==> src/rtl/seq_detector_param.sv <==
// Runtime-programmable serial pattern detector (Mealy), overlap/non-overlap.
// Ports: clk, rst (sync, active-high), in_valid/in stream, cfg_load/
// cfg_pattern/cfg_overlap config, count_clr; outputs detected (comb),
// match_count (saturating), count_sat (sticky), fill_level.
module seq_detector_param #(
  parameter int               PAT_W       = 4,
  parameter int               CNT_W       = 8,
  parameter logic [PAT_W-1:0] RST_PATTERN = PAT_W'(4'b1011),
  parameter logic             RST_OVERLAP = 1'b1
) (
  input  logic                     clk,
  input  logic                     rst,
  input  logic                     in_valid,
  input  logic                     in,
  input  logic                     cfg_load,
  input  logic [PAT_W-1:0]         cfg_pattern,
  input  logic                     cfg_overlap,
  input  logic                     count_clr,
  output logic                     detected,
  output logic [CNT_W-1:0]         match_count,
  output logic                     count_sat,
  output logic [$clog2(PAT_W)-1:0] fill_level
);

  localparam int FW = $clog2(PAT_W);
  localparam logic [FW-1:0] FULL = FW'(PAT_W - 1);
  localparam logic [CNT_W-1:0] CMAX = '1;

  logic [PAT_W-1:0] pat_q;
  logic             ovl_q;
  logic [PAT_W-2:0] hist;
  logic [FW-1:0]    fill;
  logic [PAT_W-1:0] cand;
  logic             take;
  logic [CNT_W-1:0] cnt_base;
  logic [CNT_W-1:0] cnt_next;
  logic             sat_base;
  logic             sat_next;

  // A load cycle discards the incoming bit entirely.
  assign take = in_valid & ~cfg_load;
  assign cand = {hist, in};
  assign detected = take & (fill == FULL) & (cand == pat_q);
  assign fill_level = fill;

  // Clear acts before the increment so clear+match leaves a count of 1.
  always_comb begin
    cnt_base = count_clr ? '0 : match_count;
    sat_base = count_clr ? 1'b0 : count_sat;
    cnt_next = cnt_base;
    if (detected && cnt_base != CMAX)
      cnt_next = cnt_base + CNT_W'(1);
    sat_next = sat_base | (cnt_next == CMAX);
  end

  always_ff @(posedge clk) begin
    if (rst) begin
      pat_q       <= RST_PATTERN;
      ovl_q       <= RST_OVERLAP;
      hist        <= '0;
      fill        <= '0;
      match_count <= '0;
      count_sat   <= 1'b0;
    end else if (cfg_load) begin
      pat_q       <= cfg_pattern;
      ovl_q       <= cfg_overlap;
      hist        <= '0;
      fill        <= '0;
      match_count <= '0;
      count_sat   <= 1'b0;
    end else begin
      match_count <= cnt_next;
      count_sat   <= sat_next;
      if (take) begin
        // Non-overlap: matched bits are consumed, history restarts.
        if (detected && !ovl_q) begin
          hist <= '0;
          fill <= '0;
        end else begin
          hist <= cand[PAT_W-2:0];
          if (fill != FULL)
            fill <= fill + FW'(1);
        end
      end
    end
  end

endmodule

==> config.mk <==
export PLATFORM = sky130hd
export DESIGN_NAME = seq_detector_param
export DESIGN_NICKNAME = d
export VERILOG_FILES = /design/src/rtl/seq_detector_param.sv
export SDC_FILE = /design/constraint.sdc
export NUM_CORES = 1
export LEC_CHECK = 0
export BUFFER_PORTS_ARGS = -buffer_cell sky130_fd_sc_hd__buf_2
export CAP_MARGIN = 20
export CORE_MARGIN = 3
export CORE_UTILIZATION = 51
export CTS_CLUSTER_DIAMETER = 120
export DETAILED_ROUTE_END_ITERATION = 10
export HOLD_SLACK_MARGIN = 0.12
export PLACE_DENSITY = 0.82
export SETUP_SLACK_MARGIN = 0.02
export SLEW_MARGIN = 20
export SYNTH_ARGS = -nofsm -noshare
export SYNTH_HDL_FRONTEND = slang
export SYNTH_SLANG_ARGS = --single-unit
export TNS_END_PERCENT = 1
==> constraint.sdc <==
create_clock -name clk -period 1.7 [get_ports clk]
set_input_delay 0.17 -clock clk [delete_from_list [all_inputs] [get_ports clk]]
set_output_delay 0.17 -clock clk [all_outputs]
set_load 0.02 [all_outputs]
==> Yosys cells after proc, flatten, opt, wreduce, memory -nomap -nowiden <==
Cells that the tools add are included.
{ "op_classes": {"reduce_logical": 6, "mux": 6, "addsub": 2, "n_bitwise": 5, "eq_ne": 5} }
{ "op_table": {"columns": ["op", "n"], "rows": [
  ["8-bit 2-to-1 mux", 2],
  ["8-bit by 1-bit adder with 8-bit output (second input constant)", 1],
  ["8-bit equality test (second input constant)", 1],
  ["8-bit != test (second input constant)", 1],
  ["4-bit equality test", 1],
  ["2-bit 2-to-1 mux", 2],
  ["1-bit bitwise AND", 3],
  ["3-bit 2-to-1 mux", 1],
  ["2-bit by 1-bit adder with 2-bit output (second input constant)", 1],
  ["2-bit equality test (second input constant)", 1],
  ["1-bit logical AND", 2],
  ["2-bit != test (second input constant)", 1],
  ["2-bit AND reduction", 1],
  ["2-bit nonzero test", 1],
  ["2-bit OR reduction", 1],
  ["1-bit logical NOT", 1],
  ["1-bit 2-to-1 mux", 1],
  ["1-bit inverter", 1],
  ["1-bit OR", 1]
]} }
{ "word_totals": {"out_inout_bits": 12, "word_cells": 30, "in_bits": 11, "ff_bits": 19} }

==> Longest topological paths before layout <==
{ "depth": {"depth_word": 8, "mapped_depth": 6, "ltp_nobuf": 6} }

==> Worst setup path after synthesis <==
Ideal clock, no wire load.
{ "synth_timing": {"path_kind": "register to register", "start": "reg fill[0], in the netlist fill_level[0]", "end": "reg count_sat", "arrival_time_ns": 1.617, "slack_ns": -0.033, "n_path_buf": 0, "setup_ns": 0.116, "required_ns": 1.584, "synth_period_minus_slack_ns": 1.733, "stages_incl_launch_ff": 7, "cell_sequence": "dfxtp_1 -> ha_1 -> nand2_1 -> nor3_2 -> nand3_1 -> a32o_1 -> a2bb2oi_2"} }
{ "synth_via": {"elab_chain_cells": 7} }
{ "synth_rtl": {"columns": ["element", "line_no", "text"], "rows": [
  ["from (decl)", "32", "logic [FW-1:0] fill;"],
  ["from (signal assigned)", "82", "fill <= fill + FW'(1);"],
  ["2-bit equality test", "43", "assign detected = take & (fill == FULL) & (cand == pat_q);"],
  ["1-bit bitwise AND (2 in series)", "43", null],
  ["1-bit logical AND", "51", "if (detected && cnt_base != CMAX)"],
  ["8-bit 2-to-1 mux", "51", null],
  ["8-bit equality test", "53", "sat_next = sat_base | (cnt_next == CMAX);"],
  ["1-bit OR", "53", null],
  ["to (signal assigned)", "73", "count_sat <= sat_next;"],
  ["to (decl)", "21", "output logic count_sat,"]
]} }
Every way passes these cells.
A chain may end at the register's enable or synchronous reset.

==> Worst setup path in the final report <==
{ "layout_timing": {"start": "reg fill[0], in the netlist fill_level[0]", "end": "reg match_count[5]"} }
{ "layout_via": {"elab_chain_cells": 5} }
{ "layout_rtl": {"columns": ["element", "line_no", "text"], "rows": [
  ["2-bit equality test", "43", null],
  ["1-bit bitwise AND (2 in series)", "43", null],
  ["1-bit logical AND", "51", null],
  ["8-bit 2-to-1 mux", "51", null],
  ["to (signal assigned)", "72", "match_count <= cnt_next;"],
  ["to (decl)", "20", "output logic [CNT_W-1:0] match_count,"]
]} }
Every way passes these cells.

==> reports/results.tsv <==
stage	metric	value	unit
drt	drt.antenna.violating_nets	0	
placed_design	detailed_place.area	1110	µm²
hold_path	min-delay-start	rst	
timing	fmaxAchievable	606	MHz
timing	hold_viol_final	0	
clock_network	htreeDepth	1	
yosys	yosysSeqAreaShare	40.6	%
floorplan	io_pins	23	
critical_path	r2r_start	fill_level[0]$_SDFFE_PP0P_	
drt	dr.pass1.iters	4	
critical_path	cp-end-kind	flip-flop	
hold_path	hold_path_class	in -> reg	
global_route	met3_usage	6.12	%
pwr	finalPower	816	µW
layout	area.growth.synth_to_final	40.2	%
critical_path	path_cells	ha_4, nand2_4, nor3_4, nand4_1, or3_1, a21oi_1	
global_route	antenna_found_initial	0	
global_route	grt_use_met1	26.7	%
floorplan	row_count	14	
placed_design	routabilityCongestion	0.927	
critical_path	slowest_delay	0.39	ns
placed_design	port_buffers	22	
clock_network	clkTransAtPathRegs	0.12	ns
drt	avgRoutedWirePerCell	15.3	µm
pwr	p_leak	0.000542	µW
drt	initialDrtViolationCount	29	
timing	setup_slack	0.0503	ns
timing	setup_viol	0	
drt	vias_per_cell	5.78	
placed_design	pre_cts_ws	0.0308	ns
pwr	irDropWorstVdd	749	µV
timing	post-route-period-util	97.0	%
pwr	cellPowerDensity	622	nW/µm²
global_route	grt_util_all_layers	21.3	%
clock_network	cts_tree	built	
critical_path	worst_path_dominant_cell_family	simple AND/OR/NAND/NOR gates	
yosys	synth_cells	102	
clock_network	clockBufferDepth	2	
run	drv_cap	0	
yosys	ys_ff_latch	19	
global_route	grt-busiest-layer	met2	
layout	nets	155	
yosys	synth_cell_types	37	
critical_path	crit_buf_inv	0	
critical_path	start_kind	flip-flop	
clock_network	cts.sinks	19	
layout	drive_gt1_share	39.4	%
critical_path	required	1.94	ns
drt	wl	2550	µm
timing	worst_hold_slack	0.146	ns
yosys	syn-num-nets	114	
clock_network	cts_made_buffers	3	
global_route	grt_pass1_vias	857	
critical_path	critPathKind	reg -> reg	
critical_path	cp_max_fo	4	
critical_path	critPathArrivalTime	1.88	ns
global_route	grt_pass1_wl	3960	µm
timing	rsz0062_at_grt	false	
timing	max_slew.worst_pin.slew	0.323	ns
floorplan	die_y	48.8	µm
layout	final_area	1310	µm²
floorplan	floorplan.initialDensity	58.1	%
global_route	grt_remaining_overflow	0	
global_route	met2_usage	32.6	%
floorplan	die_w	48.8	µm
drt	vias	960	
timing	setup_tns	0	ns
clock_network	clock_latency	0.31	ns
status	outcome	finished clean	
clock_network	root_buffer	clkbuf_4	
placed_design	dp_hpwl	1570	µm
yosys	syn_avg_cell_area	9.18	µm²
critical_path	crit_start	fill_level[0]$_SDFFE_PP0P_	
floorplan	core_area	1610	µm²
timing	maxSlewViolCount	0	
timing	fin_skew	0.0163	ns
yosys	synth_area	936	µm²
floorplan	dieArea	2380	µm²
yosys	yosysWarnings	0	
drt	drcViolationCount	0	
global_route	grt_max_degree	12	
timing	slew_headroom	78.4	%
layout	antenna_cells	0	
timing	fin_crit	1.65	ns
critical_path	cpMaxStageDelayCell	dfxtp_4	
## synth_stat cells
master / number / area, µm²
a41oi_1: 1 / 8.76
xor2_1: 4 / 35.0
dfxtp_1: 19 / 380
and4b_1: 1 / 10.0
nand4_1: 2 / 12.5
mux2i_1: 2 / 20.0
nor3_2: 1 / 10.0
or2_2: 1 / 6.26
nor2_1: 9 / 33.8
a21oi_1: 6 / 30.0
ha_1: 1 / 12.5
or4_4: 1 / 11.3
or3_1: 3 / 18.8
buf_1: 1 / 3.75
o21a_1: 1 / 7.51
nand2b_1: 5 / 31.3
a21bo_2: 1 / 10.0
nor4b_1: 1 / 8.76
nor2b_1: 4 / 25.0
o21ai_0: 2 / 10.0
a31o_2: 1 / 8.76
nand3b_1: 1 / 7.51
clkbuf_1: 1 / 3.75
a41oi_2: 1 / 16.3
o211ai_1: 3 / 22.5
and4_1: 1 / 8.76
a2bb2oi_2: 1 / 15.0
nand2_1: 7 / 26.3
a211o_1: 4 / 35.0
a32o_1: 1 / 10.0
xnor2_1: 3 / 26.3
and2_1: 1 / 6.26
nor3_1: 3 / 15.0
buf_2: 1 / 5.00
inv_1: 2 / 7.51
nor3_4: 1 / 16.3
nand3_1: 4 / 20.0
## path summary, 6_finish.rpt
kind                                              endpoint  depth (start not counted)  slack [ns]
worst max-delay path             match_count[5]$_SDFF_PP0_                          6        0.05
worst min-delay path                    ovl_q$_SDFFE_PP1P_                          2        0.15
worst max register to register   match_count[5]$_SDFF_PP0_                          6        0.05
worst min register to register  fill_level[1]$_SDFFE_PP0P_                          2        0.50
## cell type report
cell class / count / area, µm²
multi-input combinational: 78 / 589
sequential: 19 / 388
fill: 105 / 299
timing repair buffer: 39 / 270
tap: 24 / 30.0
clock buffer: 3 / 22.5
inverter: 2 / 7.51
clock inverter: 1 / 5.00
## through the flow
step / util, % / cells
2_1_floorplan: - / 102
3_3_place_gp: 68.9 / 151
3_5_place_dp: 68.9 / 151
4_1_cts: 76.3 / 164
5_1_grt: 81.4 / 166
6_report: 81.4 / 166
## logic make-up after synthesis
| kind of cell | Yosys count | synth area share [%] |
|---|---|---|
| compound gates | 22 | 18.6 |
| xor+xnor | 7 | 6.55 |
| fa+ha+maj | 1 | 1.34 |
| buf+inv | 5 | 2.14 |
| flops | 19 | 40.6 |
| mux | 2 | 2.14 |
| simple gates | 46 | 28.6 |
## repair_timing
item / CTS / global route
setup endpoints to repair: 2 / 5
setup buffers: 3 / 2
resized for setup: 2 / 17
hold buffers: 6 / 0
pin swaps: 2 / 7
hold endpoints to repair: 5 / 0
## layout by cell type, fill, tap and decap left out, types with 4 or more instances in the layout
cell type and instances:
a211o_1 4, a21oi_1 6, buf_2 21, buf_4 8, buf_6 4, dfxtp_1 15
dlygate4sd3_1 6, nand2_1 5, nand2b_1 5, nor2_1 9, nor2b_1 4
## routing by layer
metal | routed length (µm) | share of wire [%]
met3 | 219 | 8.6
met2 | 1200 | 47
met4 | 52 | 2.0
met5 | 0 | 0
met1 | 1070 | 42
## flip-flops by register name, indices dropped and copies added (netlist names)
| register | cells |
|---|---|
| fill_level | 2 |
| match_count | 8 |
| count_sat | 1 |
| hist | 3 |
| ovl_q | 1 |
| pat_q | 4 |
## power by group
group / leakage, µW / switching, µW / total [µW] / internal, µW
Clock: 0.0000177 / 150 / 238 / 87.9
Combinational: 0.000368 / 53.5 / 110 / 56.9
Sequential: 0.000156 / 11.9 / 467 / 455
Total: 0.000542 / 216 / 816 / 600
No activity file was read; power rests on OpenSTA's default activity.
